==> src/rtl/elastic_fifo_buffer.sv <==
// Multi-entry valid/ready elastic buffer with occupancy count, almost-full flag and a
// synchronous flush. Handshake outputs depend only on registered state and flush.
module elastic_fifo_buffer #(
    parameter type T           = logic [31:0],
    parameter int  DEPTH       = 4,
    parameter int  AFULL_LEVEL = DEPTH - 1
) (
    input  logic                       clk,
    input  logic                       reset,
    input  logic                       flush,
    input  logic                       valid_in,
    input  T                           data_in,
    output logic                       ready_in,
    input  logic                       ready_out,
    output logic                       valid_out,
    output T                           data_out,
    output logic [$clog2(DEPTH+1)-1:0] count,
    output logic                       almost_full
);
    localparam int PW = $clog2(DEPTH);
    localparam int CW = $clog2(DEPTH + 1);
    localparam logic [PW-1:0] LAST_PTR  = PW'(DEPTH - 1);
    localparam logic [CW-1:0] FULL_CNT  = CW'(DEPTH);
    localparam logic [CW-1:0] AFULL_CNT = CW'(AFULL_LEVEL);

    T              mem [DEPTH];
    logic [PW-1:0] wr_ptr;
    logic [PW-1:0] rd_ptr;
    logic          push;
    logic          pop;

    assign ready_in    = !flush && (count != FULL_CNT);
    assign valid_out   = !flush && (count != '0);
    assign data_out    = mem[rd_ptr];
    assign almost_full = (count >= AFULL_CNT);
    assign push        = valid_in && ready_in;
    assign pop         = valid_out && ready_out;

    // Explicit pointer wrap so DEPTH need not be a power of two.
    always_ff @(posedge clk or posedge reset) begin
        if (reset) begin
            wr_ptr <= '0;
            rd_ptr <= '0;
            count  <= '0;
            for (int unsigned i = 0; i < DEPTH; i++) begin
                mem[i] <= '0;
            end
        end else if (flush) begin
            wr_ptr <= '0;
            rd_ptr <= '0;
            count  <= '0;
        end else begin
            if (push) begin
                mem[wr_ptr] <= data_in;
                wr_ptr      <= (wr_ptr == LAST_PTR) ? '0 : wr_ptr + 1'b1;
            end
            if (pop) begin
                rd_ptr <= (rd_ptr == LAST_PTR) ? '0 : rd_ptr + 1'b1;
            end
            if (push && !pop) begin
                count <= count + 1'b1;
            end else if (pop && !push) begin
                count <= count - 1'b1;
            end
        end
    end
endmodule
==> config.mk <==
export PLATFORM = sky130hd
export DESIGN_NAME = elastic_fifo_buffer
export DESIGN_NICKNAME = d
export VERILOG_FILES = /design/src/rtl/elastic_fifo_buffer.sv
export SDC_FILE = /design/constraint.sdc
export NUM_CORES = 1
export LEC_CHECK = 0
export CAP_MARGIN = 20
export CORE_MARGIN = 1.5
export CORE_UTILIZATION = 45
export CTS_CLUSTER_SIZE = 12
export DETAILED_ROUTE_END_ITERATION = 12
export GPL_TIMING_DRIVEN = 1
export PLACE_DENSITY = 0.67
export SLEW_MARGIN = 5
export SYNTH_ARGS = -nofsm -noshare
export SYNTH_HDL_FRONTEND = slang
export SYNTH_SLANG_ARGS = --single-unit
==> constraint.sdc <==
create_clock -name clk -period 5.71 [get_ports clk]
set_input_delay 1.142 -clock clk [delete_from_list [all_inputs] [get_ports clk]]
set_output_delay 1.142 -clock clk [all_outputs]
set_load 0.1 [all_outputs]
==> out/metrics.cfg, run 1 <==
[run_status]
status=finished, final reports clean

[sta]
tns_ps=0
setup_viol=0
rsz0062_at_grt=false
clock-skew-final_ps=4.688
hold_viol=0
worstMarginPinSlew_ps=1015
fmax_ghz=0.2299
period_share=0.7617
max_slew_margin=0.3215
final_max_slew_viol_count=0
holdWs_ps=487.6
fin_crit_ps=4349

[clock_tree]
cts-htree-levels=4
cts_buffers=17
postCtsHoldBufs=0
root_buffer=clkbuf_16
cts_resized=0
post_cts_buffers=0
clk_path_buf_depth=2
clock_latency_ps=410
cts_num_sinks=135
clk_pin_slew_ps=60
tritoncts=yes

[floorplan]
rows=42
fp.dieW_um=121.1
coreArea_um2=13450
die_h_um=121.1
die-area_um2=14670
pin_count=75
initial_core_util=0.4667

[power_and_ir_drop]
ir_worst_vdd_mv=0.2682
net-switching-power_mw=1.952
pwr-share-seq=0.321
switching_share=0.3973
clkPwrFrac=0.243
power.density_nw_per_um2=638.0
finalPower_mw=4.913
pwr-share-comb=0.436
intPower_mw=2.961
p_leak_nw=3.352

[critical_path]
path_cells=buf_4 > mux4_2 > clkdlybuf4s50_1
startpoint_type=register
worstPathRequired_ps=4570
critPathMaxFanout=20
r2r_setup_slack_ps=3190
crit_arrival_ps=3210
max_stage_delay_ps=990
cpMaxStageDelayCell=clkdlybuf4s50_1
crit_type=register to primary output
end_kind=primary output

[synth]
avgSynthCellArea_um2=16.74
syn_inst=375
synth_top_area_frac=0.5381
synth-seq-area-share=0.5381
synth_area_um2=6279
synth_nets=418
synth_edf_count=0
ys_seq_elements=135
synthFlopType=dfrtp_1
async_flop_share=1.000
ys_types=36
ys_warn_count=0
ys_top_cells_by_area=dfrtp_1, mux2_2, mux4_2
yosysTopAreaCell=dfrtp_1

[finish]
nNetsFinal=490
drive_gt1_frac=0.4304
area_growth_syn_to_layout_pct=22.66
nFillCells=1076
n_antenna_cell=0

[global_route]
grt_use_total=0.1798
antenna_found_initial=0
gr-total-overflow=0
grt_pass1_wl_um=19690
grt_max_degree=97
grt_pass1_vias=3754

[route]
wl_um=12100
via_per_inst=5.399
drtAntennaViolNets=0
post_drt_wl_per_cell_um=19.02
drc=0
met1Wirelength_um=5373
wl_met2_um=6132
firstDrtPassIters=4
drt_iter0_markers=179
dr_wl_met3_um=474
highest-signal-layer=met4
vias=3434

[placement]
port_buffers=74
gp_congestion=0.7502
dp_hpwl_um=7186

[flow_run]
cap_violations=0

[min_path]
min_path_type=register to register

[cell usage in the layout (no fill, tap or decap), drive strengths merged, types with 2 or more instances in the layout]
| master | count |
|---|---|
| dfrtp | 135 |
| clkbuf | 23 |
| mux4 | 32 |
| xnor2 | 2 |
| o21ai | 3 |
| xor2 | 2 |
| buf | 3 |
| mux2 | 128 |
| clkinv | 4 |
| ha | 5 |
| clkdlybuf4s50 | 74 |
| nand3 | 2 |
| nor2 | 6 |
| a21oi | 3 |
| mux2i | 2 |
| nand2 | 9 |
| bufinv | 5 |
| inv | 6 |
[cells in the mapped netlist (2+ instances only)]
cell type  count
a21oi_1        3
buf_12         3
buf_2          3
buf_6         10
clkbuf_1       8
dfrtp_1      135
ha_1           5
inv_1          6
mux2_1         7
mux2_2        91
mux2_4        30
mux2i_1        2
mux4_2        32
nand2_1        6
nand2_4        3
nand3_1        2
nor2_1         6
o21ai_0        3
xnor2_1        2
xor2_1         2
[cell type report]
| class | count | area, um^2 | share of cell area |
|---|---|---|---|
| flip-flops and latches | 135 | 3381 | 0.4390 |
| multi-input cells | 210 | 2661 | 0.3456 |
| repair buffers | 77 | 763.2 | 0.09911 |
| clock buffers | 23 | 478.0 | 0.06206 |
| well taps | 176 | 220.2 | 0.02859 |
| clock inverters | 9 | 170.2 | 0.02210 |
| inverters | 6 | 27.53 | 0.003574 |
[layer usage]
metal / vias up / track usage
met2: 63 / 0.2951
met4: 0 / 0.05956
li1: 1534 / -
met1: 1830 / 0.2297
met3: 7 / 0.05263
met5: - / 0
[power by group through the flow]
stage / clock network, mW / logic (mW) / registers (mW)
2_1_floorplan: 0 / 1.77 / 1.54
3_3_place_gp: 0 / 2.13 / 1.56
3_5_place_dp: 0 / 2.16 / 1.59
4_1_cts: 1.22 / 2.16 / 1.58
5_1_grt: 1.26 / 2.23 / 1.63
6_report: 1.19 / 2.14 / 1.58
[worst paths after layout]
kind | startpoint | to | cells past startpoint
min in group asynchronous | reset | mem[106] | 2
worst max register to register | count[2] | count[2] | 8
worst min register to register | mem[7] | mem[7] | 1
max in group asynchronous | reset | mem[71] | 3
worst max-delay path | rd_ptr[0] | data_out[2] | 3
worst min-delay path | mem[7] | mem[7] | 1
[critical path: cells and delay by family (launching register included)]
family	cells	cell delay [ps]
buffers and inverters	2	1440
flip-flops	1	780
multiplexers	1	560
[through the flow]
| step | instance area (um^2) | instances | worst slack (ps) | utilization |
|---|---|---|---|---|
| 2_1_floorplan | 6279 | 375 | 956.9 | - |
| 3_3_place_gp | 7053 | 604 | 1449 | 0.5243 |
| 3_5_place_dp | 7053 | 604 | 1394 | 0.5243 |
| 4_1_cts | 7701 | 636 | 1277 | 0.5725 |
| 5_1_grt | 7701 | 636 | 1190 | 0.5725 |
| 6_report | 7701 | 636 | 1361 | 0.5725 |
[flip-flops by register name, summed over array words and instances (netlist names)]
| register | flops |
|---|---|
| count | 3 |
| mem | 128 |
| rd_ptr | 2 |
| wr_ptr | 2 |
[kinds of logic after synthesis]
logic type	synth area share
muxes	0.3655
adders and majority gates	0.01315
DFF	0.5381
xor gates and xnor gates	0.005581
AOI/OAI and AO/OA	0.01176
and+or+nand+nor	0.02770
buffers and inverters	0.03826
No activity file was read; power rests on OpenSTA's default activity.
==> run 2: changes to the inputs <==
- PLACE_DENSITY: 0.67 -> 0.69
- clock period: 5.71 -> 3.7 ns (I/O delays scaled with it)
==> run 2 against run 1 <==
Compared with the run above: via count is 0.20% higher; register-to-register slack got worse by 2000 ps; clock skew increased by 2.5 ps; largest cell class unchanged.
==> out/metrics.cfg, run 2 (same netlist as run 1, synthesis figures left out) <==
[run_status]
status=finished, final reports clean

[global_route]
grt_use_total=0.1815
grt_pass1_vias=3714
antenna_found_initial=0
gr-total-overflow=0
grt_max_degree=67
grt_pass1_wl_um=19900

[power_and_ir_drop]
ir_worst_vdd_mv=0.5048
power.density_nw_per_um2=952.5
p_leak_nw=3.362
finalPower_mw=7.221

[sta]
worstMarginPinSlew_ps=973.3
fmax_ghz=0.3412
rsz0062_at_grt=false
holdWs_ps=487.1
period_share=0.7921
final_max_slew_viol_count=0
hold_viol=0
tns_ps=0
fin_crit_ps=2931
setup_viol=0
max_slew_margin=0.3491
clock-skew-final_ps=7.206

[finish]
nNetsFinal=494
final_cell_mix=dfrtp_1, mux2_2, clkdlybuf4s50_1
n_antenna_cell=0
reg_top3=mem: 128 flops, count: 3 flops
largest_register=mem
seq_area_um2=3381
multiInputGateArea_um2=2661
largest_reg_flops=128
layout.cells.non_filler=637
drive_gt1_frac=0.5076
utilization=0.5635
final_common_cell=dfrtp_1
area_growth_syn_to_layout_pct=20.75
nFillCells=1100

[floorplan]
initial_core_util=0.4667
fp.dieW_um=121.1
rows=42
die_h_um=121.1
pin_count=75
coreArea_um2=13450
die-area_um2=14670

[min_path]
min_path_type=register to register

[critical_path]
startpoint_type=register
cpMostUsedCell=buf_4
crit_arrival_ps=2190
path_cells=buf_4 > mux4_2 > buf_4
end_kind=primary output
worstPathRequired_ps=2960
cpMaxStageDelayCell=dfrtp_2
critPathMaxFanout=15
crit_type=register to primary output
max_stage_delay_ps=660

[route]
drt_iter0_markers=164
firstDrtPassIters=5
vias=3441
post_drt_wl_per_cell_um=19.09
drtAntennaViolNets=0
via_per_inst=5.402
wl_um=12160
drc=0

[clock_tree]
clk_path_buf_depth=2
clk_pin_slew_ps=50
cts_num_sinks=135
cts-htree-levels=4
postCtsHoldBufs=0
cts_resized=0
clock_latency_ps=410
cts_buffers=17
post_cts_buffers=0
root_buffer=clkbuf_16
tritoncts=yes

[flow_run]
cap_violations=0

[placement]
placed_cells=608
port_buffers=74
gp_congestion=0.7993
dp_hpwl_um=7510

[run 2: cell count changes in the layout (fill, tap and decap cells not counted)]
cell / delta
clkdlybuf4s50_1: -35
buf_4: +35
buf_12: +4
inv_6: -1
clkinvlp_4: +2
clkbuf_8: +3
clkinv_2: -2
bufinv_16: -5
[run 2: area by class of cell]
| type | instances | share of cell area |
|---|---|---|
| clock buffer | 26 | 0.06849 |
| clock inverter | 3 | 0.002311 |
| inverter | 6 | 0.003466 |
| multi-input combinational | 210 | 0.3510 |
| sequential | 135 | 0.4459 |
| tap | 176 | 0.02905 |
| timing repair buffer | 81 | 0.09969 |
[run 2: worst paths after layout]
kind,depth (start not counted),slack [ps],endpoint,from
min in group asynchronous,2,790,mem[113],reset
max in group asynchronous,3,2150,mem[67],reset
max,3,770,data_out[14],rd_ptr[0]
min reg2reg,1,490,mem[24],mem[24]
max reg2reg,8,1200,count[2],count[2]
min,1,490,mem[24],mem[24]
[run 2: per-stage QoR]
stage,instance area [um^2],setup WS [ps]
floorplan,6282,258.5
global placement,7044,596.8
detailed placement,7044,516.9
CTS,7581,700.8
global route,7581,645.2
finish,7581,769.3
[run 2: per-layer routing]
| layer | vias to the layer above | wire length [um] | track usage |
|---|---|---|---|
| met3 | 14 | 445 | 0.04746 |
| met4 | 0 | 153 | 0.06838 |
| met5 | - | 0 | 0 |
| met1 | 1827 | 5344 | 0.2330 |
| li1 | 1532 | - | - |
| met2 | 68 | 6219 | 0.2972 |
[run 2: where the power goes]
part	total, mW	switching [mW]	internal (mW)
clock network	1.52	0.574	0.950
logic	3.27	2.09	1.18
registers	2.43	0.340	2.09
[run 2: critical path: cells and delay by family, from the launching register on]
kind	cells	cell delay [ps]
flip-flops	1	660
buffers and inverters	2	560
multiplexers	1	550
==> run 3: changes to the inputs <==
- PLACE_DENSITY: 0.69 -> 0.67
- clock period: 3.7 -> 2.9 ns (I/O delays scaled with it)
==> run 3 against run 2 <==
Compared with the run above: die area stayed put; power is 42% higher; sequential power is 27% higher; highest routed layer unchanged.
==> out/metrics.cfg, run 3 (same netlist as run 1, synthesis figures left out) <==
[power_and_ir_drop]
finalPower_mw=10.25
intPower_mw=6.210
net-switching-power_mw=4.042
power.density_nw_per_um2=1252
p_leak_nw=3.613
clkPwrFrac=0.211
switching_share=0.3943
ir_worst_vdd_mv=0.7497
pwr-share-comb=0.488
pwr-share-seq=0.301

[clock_tree]
cts_resized=0
clk_pin_slew_ps=60
cts_buffers=17
cts_num_sinks=135
postCtsHoldBufs=0
clk_path_buf_depth=2
tritoncts=yes
post_cts_buffers=0
cts-htree-levels=4
root_buffer=clkbuf_16
clock_latency_ps=420

[critical_path]
cpMostUsedCell=buf_12
crit_path_end=data_out[30]
reg2reg_from=count[1]
cpMaxStageDelayCell=mux4_2
r2r_setup_slack_ps=470
path_cells=buf_12 > mux4_2 > buf_12
max_stage_delay_ps=610
crit_arrival_ps=2000
worstPathRequired_ps=2320
r2r_end=count[2]
critPathMaxFanout=29
ff2ff_path_depth=8
startpoint_type=register
startpoint=rd_ptr[0]
crit_type=register to primary output
end_kind=primary output

[finish]
largest_register=mem
reg_top3=mem: 128 flops, count: 3 flops
nNetsFinal=505
n_antenna_cell=0
area_growth_syn_to_layout_pct=30.37
drive_gt1_frac=0.5389
final_cell_mix=dfrtp_1, mux2_2, buf_12
largest_reg_flops=128
final_common_cell=dfrtp_1

[global_route]
grt_use_total=0.1858
grt_util_met3=0.05075
gr-total-overflow=0
grt_pass1_wl_um=20290
grt_max_degree=46
grt-busiest-layer=met2
use_met1=0.2375
antenna_found_initial=0
grt_pass1_vias=3867
gr-usage-met2=0.3033

[sta]
setup_viol=0
period_share=0.8903
tns_ps=0
worstMarginPinSlew_ps=614.1
final_max_slew_viol_count=0
hold_viol=0
rsz0062_at_grt=false
fin_crit_ps=2582
fmax_ghz=0.3873
max_slew_margin=0.5897
clock-skew-final_ps=9.092

[route]
vias=3523
via_per_inst=5.412
drtAntennaViolNets=0
drc=0
wl_um=12210
post_drt_wl_per_cell_um=18.76
drt_iter0_markers=147
firstDrtPassIters=4

[placement]
gp_congestion=0.7469
port_buffers=74
dp_hpwl_um=7757

[floorplan]
fp.dieW_um=121.1
initial_core_util=0.4667
rows=42
die_h_um=121.1
die-area_um2=14670
pin_count=75
coreArea_um2=13450

[flow_run]
cap_violations=0

[run_status]
status=finished, final reports clean

[min_path]
min_path_type=register to register

[run 3: worst min-delay path by stage]
stage	from	to	cells past startpoint
6_report	mem[104]	mem[104]	1
5_1_grt	mem[7]	mem[7]	1
4_1_cts	mem[104]	mem[104]	1
3_5_place_dp	mem[115]	mem[115]	1
3_3_place_gp	mem[126]	mem[126]	1
2_1_floorplan	mem[24]	mem[24]	1
[run 3: cell type report]
class                   instances  area, um^2
clock buffers                  19       442.9
well taps                     176       220.2
inverters                       6       26.28
clock inverters                13       152.6
fillers                      1027        5268
flip-flops and latches        135        3382
multi-input cells             210        2668
repair buffers                 92        1294
[run 3: per-stage QoR]
step / cells / utilization / hold slack [ps] / setup WS (ps) / area, um^2
2_1_floorplan: 375 / - / 458.9 / 57.16 / 6290
3_3_place_gp: 619 / 0.5642 / 469.0 / 300.6 / 7590
3_5_place_dp: 619 / 0.5642 / 482.0 / 259.2 / 7590
4_1_cts: 651 / 0.6084 / 499.4 / 270.9 / 8185
5_1_grt: 651 / 0.6084 / 511.8 / 232.3 / 8185
6_report: 651 / 0.6084 / 491.4 / 318.2 / 8185
[run 3: power groups by stage]
stage / combinational, mW / clock [mW] / sequential [mW]
after floorplan: 3.50 / 0 / 3.03
after global placement: 4.98 / 0 / 3.04
after detailed placement: 5.04 / 0 / 3.10
after CTS: 5.05 / 2.21 / 3.08
after global routing: 5.19 / 2.31 / 3.17
final: 5.00 / 2.17 / 3.08
[run 3: critical path: cells and delay by family, from the launching register on]
| family | cells | cell delay [ps] |
|---|---|---|
| muxes | 1 | 610 |
| buffers and inverters | 2 | 490 |
| DFF | 1 | 470 |
[run 3: per-layer routing]
metal	vias to the layer above	share of wire
li1	1562	-
met1	1879	0.44
met2	66	0.51
met3	16	0.037
met4	0	0.015
met5	-	0
